$ cat config.mk
export PLATFORM = sky130hd
export DESIGN_NAME = fip_32_sqrt_seq
export DESIGN_NICKNAME = d
export VERILOG_FILES = /design/src/rtl/fip_32_sqrt_seq.sv
export SDC_FILE = /design/constraint.sdc
export NUM_CORES = 1
export LEC_CHECK = 0
export CAP_MARGIN = 30
export CORE_MARGIN = 2
export CORE_UTILIZATION = 60
export CTS_BUF_LIST = sky130_fd_sc_hd__clkbuf_4 sky130_fd_sc_hd__clkbuf_8 sky130_fd_sc_hd__clkbuf_16
export DETAILED_ROUTE_END_ITERATION = 10
export PLACE_DENSITY = 0.85
export SYNTH_ARGS = -nofsm -noshare
export SYNTH_HDL_FRONTEND = slang
export SYNTH_SLANG_ARGS = --single-unit
export TNS_END_PERCENT = 1
$ cat constraint.sdc
create_clock -name i_clk -period 3.95 [get_ports i_clk]
set_clock_uncertainty 0.2 [all_clocks]
set_input_delay 0.79 -clock i_clk [delete_from_list [all_inputs] [get_ports i_clk]]
set_output_delay 0.79 -clock i_clk [all_outputs]
set_load 0.01 [all_outputs]
$ cat src/rtl/fip_32_sqrt_seq.sv
// Sequential Q16.16 square root: restoring digit-by-digit root of x<<FRAC_BITS, one bit per clock.
// Define FIP_SQRT_ROUND_EN to round the result to nearest instead of truncating.
module fip_32_sqrt_seq #(
   parameter int unsigned WIDTH     = 32,
   parameter int unsigned FRAC_BITS = 16
) (
   input  logic             i_clk,
   input  logic             i_rst_n,
   input  logic             i_valid,
   output logic             o_ready,
   input  logic [WIDTH-1:0] i_x,
   output logic             o_valid,
   input  logic             i_ready,
   output logic [WIDTH-1:0] o_result,
   output logic             o_neg
);

   localparam int unsigned RadW  = WIDTH + FRAC_BITS;
   localparam int unsigned NIter = RadW / 2;
   localparam int unsigned RootW = NIter;
   localparam int unsigned RemW  = FRAC_BITS / 2 + WIDTH / 2 + 2;
   localparam int unsigned CntW  = $clog2(NIter);

   typedef enum logic [1:0] {StIdle, StCalc, StDone} state_e;

   state_e            state_q, state_d;
   logic [RadW-1:0]   rad_q, rad_d;
   logic [RemW-1:0]   rem_q, rem_d;
   logic [RootW-1:0]  root_q, root_d;
   logic [CntW-1:0]   cnt_q, cnt_d;
   logic [WIDTH-1:0]  result_q, result_d;
   logic              neg_q, neg_d;

   logic [RemW-1:0]   rem_sh, trial, rem_step;
   logic [RootW-1:0]  root_step;
   logic              ge;
   logic [WIDTH-1:0]  final_res;

   // One restoring iteration: bring down two radicand bits, try subtracting 4*root+1.
   always_comb begin
      rem_sh    = (rem_q << 2) | RemW'(rad_q[RadW-1 -: 2]);
      trial     = RemW'({root_q, 2'b01});
      ge        = (rem_sh >= trial);
      rem_step  = ge ? (rem_sh - trial) : rem_sh;
      root_step = {root_q[RootW-2:0], ge};
   end

`ifdef FIP_SQRT_ROUND_EN
   // rem > root is equivalent to N - r^2 > r, i.e. the exact root is at least r + 0.5.
   logic round_up;
   always_comb begin
      round_up  = (rem_step > RemW'(root_step));
      final_res = WIDTH'(root_step) + WIDTH'(round_up);
   end
`else
   always_comb begin
      final_res = WIDTH'(root_step);
   end
`endif

   always_comb begin
      state_d  = state_q;
      rad_d    = rad_q;
      rem_d    = rem_q;
      root_d   = root_q;
      cnt_d    = cnt_q;
      result_d = result_q;
      neg_d    = neg_q;
      case (state_q)
         StIdle: begin
            if (i_valid) begin
               if (i_x[WIDTH-1]) begin
                  result_d = '0;
                  neg_d    = 1'b1;
                  state_d  = StDone;
               end else begin
                  rad_d   = {i_x, {FRAC_BITS{1'b0}}};
                  rem_d   = '0;
                  root_d  = '0;
                  cnt_d   = CntW'(NIter - 1);
                  neg_d   = 1'b0;
                  state_d = StCalc;
               end
            end
         end
         StCalc: begin
            rad_d  = rad_q << 2;
            rem_d  = rem_step;
            root_d = root_step;
            cnt_d  = cnt_q - CntW'(1);
            if (cnt_q == '0) begin
               result_d = final_res;
               state_d  = StDone;
            end
         end
         StDone: begin
            if (i_ready) state_d = StIdle;
         end
         default: state_d = StIdle;
      endcase
   end

   always_ff @(posedge i_clk or negedge i_rst_n) begin
      if (!i_rst_n) begin
         state_q  <= StIdle;
         rad_q    <= '0;
         rem_q    <= '0;
         root_q   <= '0;
         cnt_q    <= '0;
         result_q <= '0;
         neg_q    <= 1'b0;
      end else begin
         state_q  <= state_d;
         rad_q    <= rad_d;
         rem_q    <= rem_d;
         root_q   <= root_d;
         cnt_q    <= cnt_d;
         result_q <= result_d;
         neg_q    <= neg_d;
      end
   end

   assign o_ready  = (state_q == StIdle);
   assign o_valid  = (state_q == StDone);
   assign o_result = result_q;
   assign o_neg    = neg_q;

endmodule
Word level (Yosys, flattened, before mapping)
Index checks and enable logic that the tools add are counted.
{ "word_totals": {"reg_bits": 136, "latch_bits": 0, "ramBits": 0, "rom_bits": 0, "in_bits": 36, "output_inout_bits": 35, "elab_cells": 48, "memories": 0} }
{ "classes": {"add_sub_neg": 2, "n_mul": 0, "div": 0, "magnitude_cmp": 1, "n_eq_ne": 7, "n_shift": 0, "muxes": 23, "bitwise": 1, "n_reduce_logical": 7} }
{ "op_table": {"columns": ["op", "n"], "rows": [
  ["two-way mux 24 bit", 5],
  ["two-way mux 32 bit", 3],
  ["two-way mux 48 bit", 2],
  ["case mux 24 bit (2 select lines)", 2],
  ["case mux 48 bit (2 select lines)", 1],
  ["case mux 32 bit (2 select lines)", 1],
  [">= comparator 26 bit", 1],
  ["OR 26 x 2 -> 26 bit", 1],
  ["subtractor 24 bit", 1],
  ["two-way mux 5 bit", 2],
  ["case mux 5 bit (2 select lines)", 1],
  ["two-way mux 2 bit", 4],
  ["!= test 2 bit, second input constant", 3],
  ["case mux 2 bit (3 select lines)", 1],
  ["AND reduction 3 bit", 2],
  ["zero test 5 bit", 1],
  ["subtractor 5 x 1 -> 5 bit, second input constant", 1],
  ["!= test 2 x 1 -> 1 bit, second input constant", 2],
  ["AND reduction 4 bit", 1],
  ["== test 2 x 1 -> 1 bit, second input constant", 1],
  ["== test 2 bit, second input constant", 1],
  ["zero test 2 bit", 1],
  ["AND reduction 2 bit", 1],
  ["nonzero test 2 bit", 1],
  ["two-way mux 1 bit", 1]
]} }

Longest topological paths before layout
Gate-level depths: netlist of run 1.
{ "depth": {"ltp_word": 4, "mapped_depth": 13, "mapped_depth_nobuf": 10} }

Worst setup path before layout of run 1
Ideal clock, no wire load.
{ "synth_timing": {"path_type": "register to register", "start": "reg rem_q[13]", "end": "reg rem_q[7]", "setup_time_ns": 0.138, "arrival_time_ns": 2.291, "required_ns": 3.612, "slack_ns": 1.321, "stages_incl_launch_ff": 12, "path_buffers": 2, "period_less_slack_ns": 2.629, "path_cell_list": "dfrtp_1 -> ha_1 -> buf_2 -> nand2_1 -> nor2_2 -> and4_1 -> nand2_1 -> o31a_1 -> a22oi_1 -> buf_4 -> mux2i_1 -> o22ai_1"} }
{ "synth_via": {"elab_chain_cells": 4} }
{ "synth_rtl": {"columns": ["item", "line_no", "text"], "rows": [
  ["start, declared", "28", "logic [RemW-1:0] rem_q, rem_d;"],
  ["start signal, assigned", "115", "rem_q <= rem_d;"],
  ["OR 26 x 2 -> 26 bit", "41", "rem_sh = (rem_q << 2) | RemW'(rad_q[RadW-1 -: 2]);"],
  [">= comparator 26 bit", "43", "ge = (rem_sh >= trial);"],
  ["two-way mux 24 bit", "44", "rem_step = ge ? (rem_sh - trial) : rem_sh;"],
  ["case mux 24 bit (2 select lines)", "69", "case (state_q)"]
]} }
Every way passes these cells.
A chain may end at the register's enable or synchronous reset.

Worst setup path after layout of run 1
{ "layout_timing": {"start": "reg rem_q[0]", "end": "reg rem_q[1]"} }
Same word-level chain as after synthesis.

==> flow_summary.ini, run 1 <==
[run_status]
status = completed

[synthesis]
synth_cells = 603
synth-async-reset-ratio = 1.00
yosysSeqAreaShare = 0.474
yosys_warnings = 0
synth.top_cell.area_share = 0.474
synthAdderAreaFrac = 0.0592
synth-compound-area-share = 0.201
synth_flop_cell = dfrtp_1
synth_simple_gate_area_frac = 0.113
syn-cell-area_sq_um = 5920
ys_ff_latch = 112
synth_top_family_by_area = compound AO/OA/AOI/OAI gates
synth_area_leader_cell = dfrtp_1
synth_edf_count = 0
synth_xor_area_frac = 0.0370
synth_area_per_cell_sq_um = 9.81
synthTopCellsByArea = dfrtp_1, ha_1, mux2i_1
synthMuxAreaShare = 0.0543
post_synth_num_cell_types = 53

[routing]
vias = 4765
wirelength_microns = 13100
drc = 0
drt_iter0_markers = 372
viasPerCell = 6.09
firstDrtPassIters = 5
postRouteAntennaNets = 0
routedWlPerCell_microns = 16.7

[sta]
drv_slew = 0
rsz0062_at_grt = false
relSlewSlack = 0.363
tightest_slew_ns = 0.956
fmax_mhz = 306
fin_crit_sh = 0.827
hold_viol_final = 0
fin_crit_ns = 3.27
setup_viol = 0
fin_tns_setup_ns = 0

[global_routing]
grt_max_degree = 87
grt_pass1_vias = 4523
grt_pass1_wl_microns = 21400
gr-usage-all-layers = 0.254
grt_overflow = 0
antenna_found_initial = 0

[clock_network]
cts_resized = 0
htree_levels = 3
root_buffer = clkbuf_8
clkLatencyLatePin_ns = 0.38
cts_tree = yes
hold_buffers = 0
cts_buffer_depth = 2
post_cts_buffers = 0
cts.sink_count = 112
cts_buffers = 9
path_clk_slew_ns = 0.11

[hold_path]
hold_class = reg -> reg

[placement]
placed_cells = 766
placedInstanceArea_sq_um = 6590
placement.io_buffers = 62
finalWeightedCongestion = 0.963
dp_hpwl_microns = 9250

[finish]
area_growth_pct = 14.7
most-common-layout-cells = dfrtp_1, nand2_1, clkdlybuf4s50_1
final_common_cell = dfrtp_1
fin_nets = 708
diodes = 0
final_util = 0.701
fin_cells = 782
drive_gt1_frac = 0.0524
design_area_sq_um = 6790

[setup_path]
endpoint_kind = flip-flop
crit_type = reg -> reg
cp_data_required_time_ns = 4.01
path_max_fanout = 15
startpoint_type = flip-flop
cp_data_arrival_time_ns = 3.33

[die]
design.die.area_sq_um = 10700
core_sq_um = 9680
die_y_microns = 103
top_level_ports = 71
rows = 36
die_w_microns = 103
start_util = 0.611

[run]
drv_cap = 0

[power]
peakVddDrop_mv = 0.444
leakagePower_nw = 2.99
fin_total_pwr_mw = 6.52
powerDensity_nw_per_um2 = 962
## worst max-delay path, stage by stage, from the launching register on
cell	delay (ns)
dfrtp_1	0.42
ha_1	0.36
nor2b_1	0.18
o31a_1	0.26
nor4_1	0.27
o21ai_2	0.20
a21oi_2	0.24
a22o_1	0.49
buf_4	0.30
nand3_1	0.10
o311ai_0	0.13
## flip-flops by register name, indices dropped and copies added, names as in the netlist
| register | count |
|---|---|
| o_result | 24 |
| rad_q | 32 |
| root_q | 24 |
| rem_q | 24 |
| o_neg | 1 |
| cnt_q | 5 |
| state_q | 2 |
## worst paths after layout
check,start,end,slack [ns],depth (start not counted)
max in group asynchronous,i_rst_n,root_q[7]$_DFFE_PN0P_,2.37,2
hold reg to reg,rad_q[26]$_DFFE_PN0P_,rad_q[26]$_DFFE_PN0P_,0.29,2
setup reg to reg,rem_q[0]$_DFFE_PN0P_,rem_q[1]$_DFFE_PN0P_,0.68,10
hold / removal,rad_q[26]$_DFFE_PN0P_,rad_q[26]$_DFFE_PN0P_,0.29,2
setup / recovery,rem_q[0]$_DFFE_PN0P_,rem_q[1]$_DFFE_PN0P_,0.68,10
min in group asynchronous,i_rst_n,rad_q[23]$_DFFE_PN0P_,0.34,1
## cells in the mapped netlist (all sizes together), types with 4 or more instances
library cell	number
nand3	22
inv	33
dfrtp	112
o22ai	24
ha	28
a21o	5
o21ai	53
a21oi	24
mux2i	31
nand2b	5
o21bai	4
buf	22
a31oi	4
nor2b	8
a22o	27
clkbuf	25
xnor2	15
xor2	10
nor2	15
o311ai	8
a32oi	10
a211oi	4
nor3	11
nand4	6
nand2	68
## per-stage QoR
stage | hold WS (ns) | setup WS (ns)
after global placement | 0.262 | 0.936
after detailed placement | 0.271 | 0.792
after floorplan | 0.250 | 1.32
after CTS | 0.298 | 0.707
final | 0.291 | 0.682
after global routing | 0.314 | 0.490
## report_power, final
| group | switching (mW) | internal [mW] |
|---|---|---|
| clock network | 0.429 | 0.250 |
| registers | 0.273 | 1.55 |
| logic | 2.42 | 1.61 |
## area by class of cell
cell class,count,area [sq um]
fill,730,2900
clock buffer,9,124
multi-input combinational,417,2800
inverter,34,128
clock inverter,7,73.8
sequential,112,2800
timing repair buffer,70,691
tap,133,166
## layer usage
layer	wire length, microns	GRT usage	up-vias	share of wire
met2	6300	0.426	190	0.48
met5	0	0	-	0
met3	799	0.0336	31	0.061
li1	-	-	2237	-
met4	263	0.0729	0	0.020
met1	5700	0.351	2307	0.44
## cells by family (layout without fill, tap and decap cells)
family          after synthesis  after routing
other cells                   1              8
xor+xnor                     25             25
simple gates                145            145
flops                       112            112
fa+ha+maj                    28             28
mux                          32             32
compound gates              179            179
buf+inv                      81            120
Power figures use the tool's default switching activity.
==> run 2: changes to the inputs <==
--- a/config.mk
+++ b/config.mk
@@ -7,10 +7,10 @@
 export LEC_CHECK = 0
 export CAP_MARGIN = 30
 export CORE_MARGIN = 2
-export CORE_UTILIZATION = 60
+export CORE_UTILIZATION = 56
 export CTS_BUF_LIST = sky130_fd_sc_hd__clkbuf_4 sky130_fd_sc_hd__clkbuf_8 sky130_fd_sc_hd__clkbuf_16
 export DETAILED_ROUTE_END_ITERATION = 10
-export PLACE_DENSITY = 0.85
+export PLACE_DENSITY = 0.8
 export SYNTH_ARGS = -nofsm -noshare
 export SYNTH_HDL_FRONTEND = slang
 export SYNTH_SLANG_ARGS = --single-unit
==> constraint.sdc (replaced) <==
create_clock -name i_clk -period 3.1 [get_ports i_clk]
set_clock_uncertainty 0.2 [all_clocks]
set_input_delay 0.62 -clock i_clk [delete_from_list [all_inputs] [get_ports i_clk]]
set_output_delay 0.62 -clock i_clk [all_outputs]
set_load 0.01 [all_outputs]
==> flow_summary.ini, run 2 (synthesis results as in run 1) <==
[clock_network]
cts_buffers = 9
cts_buffer_depth = 2
hold_buffers = 0
root_buffer = clkbuf_8
htree_levels = 3
post_cts_buffers = 0
path_clk_slew_ns = 0.10
cts.sink_count = 112
cts_tree = yes
clkLatencyLatePin_ns = 0.39
cts_resized = 0

[sta]
setup_viol = 0
hold_viol_final = 0
worst_hold_slack_ns = 0.0102
drv_slew = 0
fin_crit_ns = 2.90
fin_tns_setup_ns = 0
fmax_mhz = 345
tightest_slew_ns = 0.917
relSlewSlack = 0.389
fin_crit_sh = 0.935
rsz0062_at_grt = false

[global_routing]
grt_use_met1 = 0.361
top_usage_layer = met2
grt_pass1_vias = 4513
grt_pass1_wl_microns = 22500
grt_use_met2 = 0.384
antenna_found_initial = 0
grt_max_degree = 84
grt_overflow = 0
grt_use_met3 = 0.0456
gr-usage-all-layers = 0.249

[setup_path]
cp_data_arrival_time_ns = 3.01
reg2reg_to = rem_q[23]$_DFFE_PN0P_
path_max_fanout = 6
slowest_delay_ns = 0.41
cp_data_required_time_ns = 3.21
reg2reg_from = root_q[6]$_DFFE_PN0P_
endpoint_kind = flip-flop
crit_slowest_cell = a22oi_1
rrSetupSlack_ns = 0.20
startpoint_type = flip-flop
critPathTopFamily = compound AO/OA/AOI/OAI gates
crit_type = reg -> reg
crit_chain = inv_1 > ha_1 > buf_4 > a21oi_1 > o21ai_0 > a22oi_1 > a21oi_1 > a221oi_1 > o21bai_1 > xnor2_1 > o21ai_0
crit_buf_inv = 2
ff2ff_path_depth = 11

[die]
die_w_microns = 107
core_sq_um = 10300
design.die.area_sq_um = 11400
die_y_microns = 107
top_level_ports = 71
rows = 37
start_util = 0.576

[finish]
largest_reg_flops = 32
most-common-layout-cells = dfrtp_1, nand2_1, clkdlybuf4s50_1
fin_nets = 718
top_register = rad_q
diodes = 0
drive_gt1_frac = 0.0668
final_common_cell = dfrtp_1
design_area_sq_um = 6890
nFillCells = 802
area_growth_pct = 16.3

[placement]
placedInstanceArea_sq_um = 6680
finalWeightedCongestion = 0.908
dp_hpwl_microns = 9540
placement.io_buffers = 62

[hold_path]
hold_class = in -> async

[run_status]
status = completed

[power]
peakVddDrop_mv = 0.593
leakagePower_nw = 3.05
powerDensity_nw_per_um2 = 1240
fin_total_pwr_mw = 8.51

[run]
drv_cap = 0

[routing]
viasPerCell = 6.05
firstDrtPassIters = 5
routedWlPerCell_microns = 17.0
postRouteAntennaNets = 0
drt_iter0_markers = 384
wirelength_microns = 13500
vias = 4808
drc = 0
-- run 2: cell types whose count changed in the layout (fill, tap and decap cells not counted) --
cell / before / now
buf_4: 8 / 17
inv_8: 1 / 0
clkbuf_8: 9 / 10
inv_12: 1 / 0
buf_12: 1 / 2
clkinv_4: 1 / 3
inv_6: 1 / 0
bufinv_16: 0 / 1
clkinv_8: 1 / 0
-- run 2: final cells by class --
cell class	count	area (sq um)	share of cell area
Clock buffer	10	138	0.0200
Clock inverter	6	68.8	0.00999
Tap cell	136	170	0.0247
Multi-Input combinational cell	417	2800	0.407
Timing Repair Buffer	80	778	0.113
Inverter	34	128	0.0185
Sequential cell	112	2800	0.407
-- run 2: through the flow --
stage / worst slack, ns / utilization / instances
floorplan: 0.471 / - / 610
global placement: 0.279 / 0.650 / 779
detailed placement: 0.275 / 0.650 / 779
CTS: 0.252 / 0.670 / 795
global route: 0.0249 / 0.670 / 795
finish: 0.201 / 0.670 / 795
-- run 2: where the power goes --
part / internal [mW] / switching (mW) / total (mW)
clock network: 0.398 / 0.502 / 0.900
registers: 1.97 / 0.334 / 2.31
logic: 2.18 / 3.11 / 5.30
total: 4.56 / 3.95 / 8.51
-- run 2: how the worst max path moves through the flow --
stage                                 end             startpoint  slack (ns)  cells past startpoint
global placement    rem_q[21]$_DFFE_PN0P_  root_q[6]$_DFFE_PN0P_        0.28                     11
global route        rem_q[23]$_DFFE_PN0P_  root_q[6]$_DFFE_PN0P_        0.02                     11
CTS                 rem_q[23]$_DFFE_PN0P_  root_q[6]$_DFFE_PN0P_        0.25                     11
detailed placement  rem_q[23]$_DFFE_PN0P_  root_q[6]$_DFFE_PN0P_        0.28                     11
floorplan            rem_q[7]$_DFFE_PN0P_  rem_q[13]$_DFFE_PN0P_        0.47                     11
finish              rem_q[23]$_DFFE_PN0P_  root_q[6]$_DFFE_PN0P_        0.20                     11
-- run 2: worst register-to-register path: cells and delay by family (launching register included) --
family	cells	cell delay [ns]
adders and majority gates	1	0.26
buffers and inverters	2	0.28
DFF	1	0.40
xor gates and xnor gates	1	0.13
AOI/OAI and AO/OA	7	1.55
-- run 2: per-layer routing --
| layer | up-vias | wire (microns) |
|---|---|---|
| met2 | 188 | 6210 |
| met4 | 0 | 248 |
| met3 | 22 | 805 |
| met1 | 2338 | 6230 |
| li1 | 2260 | - |
| met5 | - | 0 |
==> run 3: changes to the inputs <==
--- a/config.mk
+++ b/config.mk
@@ -5,7 +5,6 @@
 export SDC_FILE = /design/constraint.sdc
 export NUM_CORES = 1
 export LEC_CHECK = 0
-export CAP_MARGIN = 30
 export CORE_MARGIN = 2
 export CORE_UTILIZATION = 56
 export CTS_BUF_LIST = sky130_fd_sc_hd__clkbuf_4 sky130_fd_sc_hd__clkbuf_8 sky130_fd_sc_hd__clkbuf_16
==> results of run 3 <==
No change in the layout: final DEF, timing and power equal those of run 2.
